File: src/rtl/pacman_ctrl_if.sv
// Button inputs and game outputs between the Pac-Man controller and its surroundings.
// The master drives buttons and observes game state; the controller is the slave.
interface pacman_ctrl_if;
    logic       btn_up;
    logic       btn_down;
    logic       btn_left;
    logic       btn_right;
    logic [3:0] state;
    logic [2:0] direction;
    logic [3:0] cheese;
    logic       eaten;
    logic [3:0] score;

    modport master (
        output btn_up, btn_down, btn_left, btn_right,
        input  state, direction, cheese, eaten, score
    );

    modport slave (
        input  btn_up, btn_down, btn_left, btn_right,
        output state, direction, cheese, eaten, score
    );
endinterface

File: src/rtl/pacman_ctrl.sv
// Pac-Man game controller: steps a position on a 4x2 grid at a fixed rate,
// steered by button edges, and tracks a randomly placed cheese plus a score.
module pacman_ctrl #(
    parameter int         STEP_CYCLES = 50_000_000,
    parameter logic [7:0] LFSR_SEED   = 8'hA5
) (
    input  logic          clk,
    input  logic          rst,
    pacman_ctrl_if.slave  bus
);
    localparam int            CW   = $clog2(STEP_CYCLES);
    localparam logic [CW-1:0] LAST = CW'(STEP_CYCLES - 1);

    typedef enum logic [1:0] {
        DIR_UP    = 2'd0,
        DIR_DOWN  = 2'd1,
        DIR_LEFT  = 2'd2,
        DIR_RIGHT = 2'd3
    } dir_t;

    // Cell codes skip 2: idx 0,1 map directly, idx 2..7 map to 3..8.
    function automatic logic [3:0] idx2code(input logic [2:0] idx);
        return (idx < 3'd2) ? {1'b0, idx} : ({1'b0, idx} + 4'd1);
    endfunction

    logic [3:0]    btn_q;
    logic [CW-1:0] cnt_q, cnt_d;
    logic [2:0]    pos_q, pos_d;
    logic [2:0]    cheese_q, cheese_d;
    dir_t          dir_q, dir_d;
    logic [3:0]    score_q, score_d;
    logic          eaten_q;
    logic [7:0]    lfsr_q, lfsr_d;
    logic [3:0]    state_code_q;
    logic [3:0]    cheese_code_q;

    logic [3:0] btn_now;
    logic [3:0] rise;
    logic       press;
    dir_t       new_dir;
    dir_t       head;
    logic       step;
    logic       blocked;
    logic [2:0] mv;
    logic       eat;
    logic [2:0] cand;

    always_comb begin
        btn_now = {bus.btn_up, bus.btn_down, bus.btn_left, bus.btn_right};
        rise    = btn_now & ~btn_q;
        press   = |rise;
        if (rise[3])      new_dir = DIR_UP;
        else if (rise[2]) new_dir = DIR_DOWN;
        else if (rise[1]) new_dir = DIR_LEFT;
        else              new_dir = DIR_RIGHT;

        dir_d = press ? new_dir : dir_q;
        head  = dir_d;
        step  = (cnt_q == LAST);
        cnt_d = step ? '0 : cnt_q + 1'b1;

        blocked = 1'b0;
        mv      = pos_q;
        case (head)
            DIR_RIGHT: mv = {pos_q[2], pos_q[1:0] + 2'd1};
            DIR_LEFT:  mv = {pos_q[2], pos_q[1:0] - 2'd1};
            DIR_DOWN: begin
                blocked = pos_q[2];
                mv      = {1'b1, pos_q[1:0]};
            end
            default: begin
                blocked = ~pos_q[2];
                mv      = {1'b0, pos_q[1:0]};
            end
        endcase

        pos_d = (step && !blocked) ? mv : pos_q;
        eat   = step && !blocked && (mv == cheese_q);

        // Bump the candidate off Pac-Man's landing cell so the two never coincide.
        cand     = (lfsr_q[2:0] == mv) ? (lfsr_q[2:0] + 3'd1) : lfsr_q[2:0];
        cheese_d = eat ? cand : cheese_q;
        score_d  = (eat && score_q != 4'd15) ? score_q + 4'd1 : score_q;
        lfsr_d   = {lfsr_q[6:0], lfsr_q[7] ^ lfsr_q[5] ^ lfsr_q[4] ^ lfsr_q[3]};
    end

    always_ff @(posedge clk) begin
        if (rst) begin
            btn_q         <= '0;
            cnt_q         <= '0;
            pos_q         <= 3'd0;
            cheese_q      <= 3'd7;
            dir_q         <= DIR_RIGHT;
            score_q       <= '0;
            eaten_q       <= 1'b0;
            lfsr_q        <= LFSR_SEED;
            state_code_q  <= 4'd0;
            cheese_code_q <= 4'd8;
        end else begin
            btn_q         <= btn_now;
            cnt_q         <= cnt_d;
            pos_q         <= pos_d;
            cheese_q      <= cheese_d;
            dir_q         <= dir_d;
            score_q       <= score_d;
            eaten_q       <= eat;
            lfsr_q        <= lfsr_d;
            state_code_q  <= idx2code(pos_d);
            cheese_code_q <= idx2code(cheese_d);
        end
    end

    assign bus.state     = state_code_q;
    assign bus.direction = {1'b0, dir_q};
    assign bus.cheese    = cheese_code_q;
    assign bus.eaten     = eaten_q;
    assign bus.score     = score_q;
endmodule

File: src/flat_wrapper.sv
// flat-port wrapper written by rule: the top's interface ports become plain ports
module pacman_ctrl_flat 
#(
    parameter int         STEP_CYCLES = 50_000_000,
    parameter logic [7:0] LFSR_SEED   = 8'hA5
)
  (clk, rst, bus_btn_up, bus_btn_down, bus_btn_left, bus_btn_right, bus_state, bus_direction, bus_cheese, bus_eaten, bus_score);
  pacman_ctrl_if bus_i ();
  input  logic clk;
  input  logic rst;
  input wire logic [$bits(bus_i.btn_up)-1:0] bus_btn_up;
  input wire logic [$bits(bus_i.btn_down)-1:0] bus_btn_down;
  input wire logic [$bits(bus_i.btn_left)-1:0] bus_btn_left;
  input wire logic [$bits(bus_i.btn_right)-1:0] bus_btn_right;
  output wire logic [$bits(bus_i.state)-1:0] bus_state;
  output wire logic [$bits(bus_i.direction)-1:0] bus_direction;
  output wire logic [$bits(bus_i.cheese)-1:0] bus_cheese;
  output wire logic [$bits(bus_i.eaten)-1:0] bus_eaten;
  output wire logic [$bits(bus_i.score)-1:0] bus_score;
  assign bus_i.btn_up = bus_btn_up;
  assign bus_i.btn_down = bus_btn_down;
  assign bus_i.btn_left = bus_btn_left;
  assign bus_i.btn_right = bus_btn_right;
  assign bus_state = bus_i.state;
  assign bus_direction = bus_i.direction;
  assign bus_cheese = bus_i.cheese;
  assign bus_eaten = bus_i.eaten;
  assign bus_score = bus_i.score;
  pacman_ctrl #(.STEP_CYCLES(STEP_CYCLES), .LFSR_SEED(LFSR_SEED)) u_core (.clk(clk), .rst(rst), .bus(bus_i));
endmodule
File: config.mk
export PLATFORM = sky130hd
export DESIGN_NAME = pacman_ctrl_flat
export DESIGN_NICKNAME = d
export VERILOG_FILES = /design/src/rtl/pacman_ctrl_if.sv /design/src/rtl/pacman_ctrl.sv /design/src/flat_wrapper.sv
export SDC_FILE = /design/constraint.sdc
export NUM_CORES = 1
export LEC_CHECK = 0
export CORE_ASPECT_RATIO = 1.75
export CORE_MARGIN = 4
export CORE_UTILIZATION = 50
export CTS_BUF_LIST = sky130_fd_sc_hd__clkbuf_4
export CTS_CLUSTER_DIAMETER = 120
export DETAILED_ROUTE_END_ITERATION = 12
export PLACE_DENSITY = 0.8
export SLEW_MARGIN = 10
export SYNTH_ARGS = -nofsm -noshare
export SYNTH_HDL_FRONTEND = slang
export SYNTH_SLANG_ARGS = --single-unit
File: constraint.sdc
create_clock -name clk -period 8.6 [get_ports clk]
set_input_delay 1.72 -clock clk [delete_from_list [all_inputs] [get_ports clk]]
set_output_delay 1.72 -clock clk [all_outputs]
set_load 0.02 [all_outputs]
==> impl_metrics.csv <==
group,metric,value,unit
floorplanning,die_y,106.4,um
placement,dp_hpwl,3933,um
yosys,synth_top_family_by_area,"simple AND/OR/NAND/NOR gates",
sta,fin_crit,4.183,ns
final_layout,n_fill_cell,458,
worst_setup_path,r2r_cells,9,
floorplanning,fp.dieW,64.26,um
worst_hold_path,whs_endpoint,"u_core.lfsr_q[7]$_SDFF_PP1_",
pwr,powerDensity,173.6,mW/mm^2
worst_setup_path,r2r_end,"u_core.bus.cheese[0]$_SDFF_PP0_",
pwr,leakagePower,1.240,nW
flow_run,drv_cap,0,
sta,setup_viol_count_final,0,
pwr,pwr-share-comb,8.5,%
clocking,cts-root-buf,"clkbuf_4",
sta,grt_setup_unrepaired,"false",
yosys,ys_seq_area_share,42.66,%
yosys,synthFlopType,"dfxtp_1",
yosys,synth_edf_count,0,
clocking,hold_buffers,0,
routing,avgRoutedWirePerCell,13.25,um
yosys,yosys.cell_types.count,54,
yosys,synth_top_area_share,42.66,%
final_layout,fin_nets,337,
sta,timing.fmax,0.2390,GHz
routing,drc,0,
sta,whs,0.4257,ns
yosys,yosys.area_share.simple,28.42,%
pwr,p_int,417.2,uW
clocking,htree_num_levels,3,
sta,finalHoldViolations,0,
grt,grt_usage,16.83,%
yosys,synth_area_leaders,"dfxtp_1, xor2_1, nor2_1, xnor2_1, nand2b_1",
grt,grt_pass1_vias,2109,
routing,drt-pass1-iter-count,4,
pwr,pwr-share-clk,40.0,%
clocking,clk_pin_slew,0.11,ns
sta,worst_pin_slew,0.9273,ns
worst_setup_path,cp_max_fo,4,
pwr,switching_share,24.80,%
pwr,power_switching,137.5,uW
clocking,cts_tree,"built",
pwr,power_frac_seq,51.5,%
clocking,post_cts_buffers,0,
worst_setup_path,path_class,"input port to flop",
final_layout,drive_gt1_share,9.940,%
yosys,synth_compound_area_share,8.766,%
worst_setup_path,crit_path_end_kind,"flop",
routing,ant_nets,0,
sta,fin_worst_skew,0.01395,ns
final_layout,diodes,0,
worst_hold_path,worstHoldPathType,"flop to flop",
grt,grt_overflow,0,
yosys,syn_area_per_cell,9.138,um^2
yosys,ys_async_sr_fraction,0,%
yosys,yosysTopAreaCell,"dfxtp_1",
worst_setup_path,cp_slowest_stage_delay,0.52,ns
sta,slew-limit-headroom,38.18,%
worst_setup_path,start_kind,"input port",
floorplanning,start_util,52.26,%
sta,setup_tns,0,ns
run_status,status,"completed",
worst_setup_path,rrSetupSlack,5.91,ns
worst_setup_path,arrival,4.54,ns
grt,grt_max_degree,35,
yosys,synth-adder-area-share,1.808,%
clocking,clk_path_buf_depth,2,
floorplanning,die_area,0.006840,mm^2
sta,drv_slew,0,
worst_setup_path,path_cells,"clkdlybuf4s50_1 -> nor2b_1 -> o311ai_0 -> o31ai_1 -> o2111ai_4 -> nor2_1 -> xnor2_1 -> inv_1 -> ha_1 -> or2_2 -> a21oi_1",
worst_setup_path,reg2reg_from,"u_core.btn_q[0]$_SDFF_PP0_",
pwr,ir_drop,0.1336,mV
clocking,cts_resized,0,
yosys,yosysWarnings,0,
routing,dr_total_vias,2133,
floorplanning,io-pin-count,22,
worst_hold_path,hold_depth,1,
yosys,synthesis.area,0.002769,mm^2
worst_setup_path,crit_slowest_cell,"o311ai_0",
floorplanning,core_area,0.005299,mm^2
final_layout,multi_input_area,0.001516,mm^2
clocking,clock_latency,0.41,ns
worst_hold_path,min_from,"u_core.lfsr_q[6]$_SDFF_PP0_",
yosys,synth_nets,313,
yosys,syn-instance-count,303,
placement,portBuffers,20,
routing,viasPerCell,5.254,
final_layout,seq_area,0.001181,mm^2
grt,antenna_found_initial,0,
final_layout,area_growth,15.41,%
routing,drt_iter0_drc,79,
yosys,synth_mux_area_share,3.118,%
floorplanning,row_count,35,
yosys,synth_xor_area_share,12.52,%
routing,finalWirelength,5379,um
grt,grt_pass1_wl,8997,um
sta,timing.final.crit_share,48.64,%
yosys,ys_seq_elements,59,
clocking,numCtsBuffers,9,
clocking,clock_sinks,59,
worst_setup_path,crit_required,8.95,ns
placement,place_congestion,0.8574,
worst_setup_path,cp-startpoint,"bus_btn_left",
==> final cells by class <==
| type | count | share of cell area [%] |
|---|---|---|
| clock inverters | 7 | 2.897 |
| flip-flops and latches | 59 | 36.96 |
| repair buffers | 21 | 6.500 |
| multi-input cells | 226 | 47.45 |
| inverters | 10 | 1.175 |
| well taps | 74 | 2.897 |
| clock buffers | 9 | 2.114 |
==> sequential cells by signal (all words and copies together) (netlist names) <==
signal             count
u_core.cnt_q          26
u_core.bus.cheese      4
u_core.bus.score       4
u_core.lfsr_q          8
u_core.btn_q           4
u_core.bus.eaten       1
u_core.bus.state       4
u_core.pos_q           3
u_core.cheese_q        3
u_core.dir_q           2
==> layer usage <==
metal	GRT usage (%)	vias to the layer above	routed length, um
met2	31.73	26	2986
met3	3.488	12	110
met4	10.59	0	173
met5	0	-	0
li1	-	1085	-
met1	15.91	1010	2108
==> logic make-up after synthesis <==
group | after synthesis
XOR/XNOR | 37
other | 1
flip-flops | 59
AO/OA/AOI/OAI | 30
multiplexers | 8
adder cells (fa/ha/maj) | 4
AND/OR/NAND/NOR | 146
buffers and inverters | 18
==> power by group through the flow <==
stage / combinational, mW / sequential (mW) / clock [mW]
2_1_floorplan: 0.0357 / 0.291 / 0
3_3_place_gp: 0.0459 / 0.292 / 0
3_5_place_dp: 0.0472 / 0.292 / 0
4_1_cts: 0.0474 / 0.286 / 0.228
5_1_grt: 0.0524 / 0.287 / 0.240
6_report: 0.0469 / 0.286 / 0.222
==> synth_stat cells (6+ instances only) <==
cell type and number:
and4_1 6, clkbuf_1 6, dfxtp_1 59, inv_1 10, mux2i_1 6, nand2_1 19, nand2b_1 14, nand3_1 13
nor2_1 46, nor2b_1 12, xnor2_1 15, xor2_1 20
==> placed cells by master (no fill, tap or decap), drive strengths merged, types with 9 or more instances in the layout <==
cell | synthesis | routed
clkbuf | 6 | 9
nand3 | 14 | 14
inv | 10 | 10
nor2b | 13 | 13
nand2 | 19 | 19
nand2b | 14 | 14
dfxtp | 59 | 59
xnor2 | 16 | 16
xor2 | 20 | 20
nor2 | 47 | 47
clkdlybuf4s50 | 0 | 20
==> critical path, delay by kind of cell <==
family | cells | cell delay (ns)
AO/OA/AOI/OAI | 4 | 1.18
AND/OR/NAND/NOR | 3 | 0.56
buffers and inverters | 2 | 0.55
XOR/XNOR | 1 | 0.30
adder cells (fa/ha/maj) | 1 | 0.22
==> through the flow <==
step	setup WS, ns	instances	power, mW	cell area, um^2	utilization [%]
6_report	4.417	406	0.5547	3196	60.31
5_1_grt	4.151	406	0.5790	3196	60.31
4_1_cts	4.445	406	0.5607	3196	60.31
3_5_place_dp	4.014	390	0.3391	3035	57.28
3_3_place_gp	4.041	390	0.3376	3035	57.28
2_1_floorplan	4.710	303	0.3270	2769	-
==> worst max path at each step <==
stage / to / slack, ns / depth (start not counted)
detailed placement: u_core.bus.state[2]$_SDFF_PP0_ / 4.01 / 11
finish: u_core.bus.state[2]$_SDFF_PP0_ / 4.42 / 11
CTS: u_core.bus.state[2]$_SDFF_PP0_ / 4.44 / 11
floorplan: u_core.bus.cheese[0]$_SDFF_PP0_ / 4.71 / 9
global placement: u_core.bus.state[2]$_SDFF_PP0_ / 4.04 / 11
global route: u_core.bus.state[2]$_SDFF_PP0_ / 4.15 / 11
(Power assumes the default switching activity.)
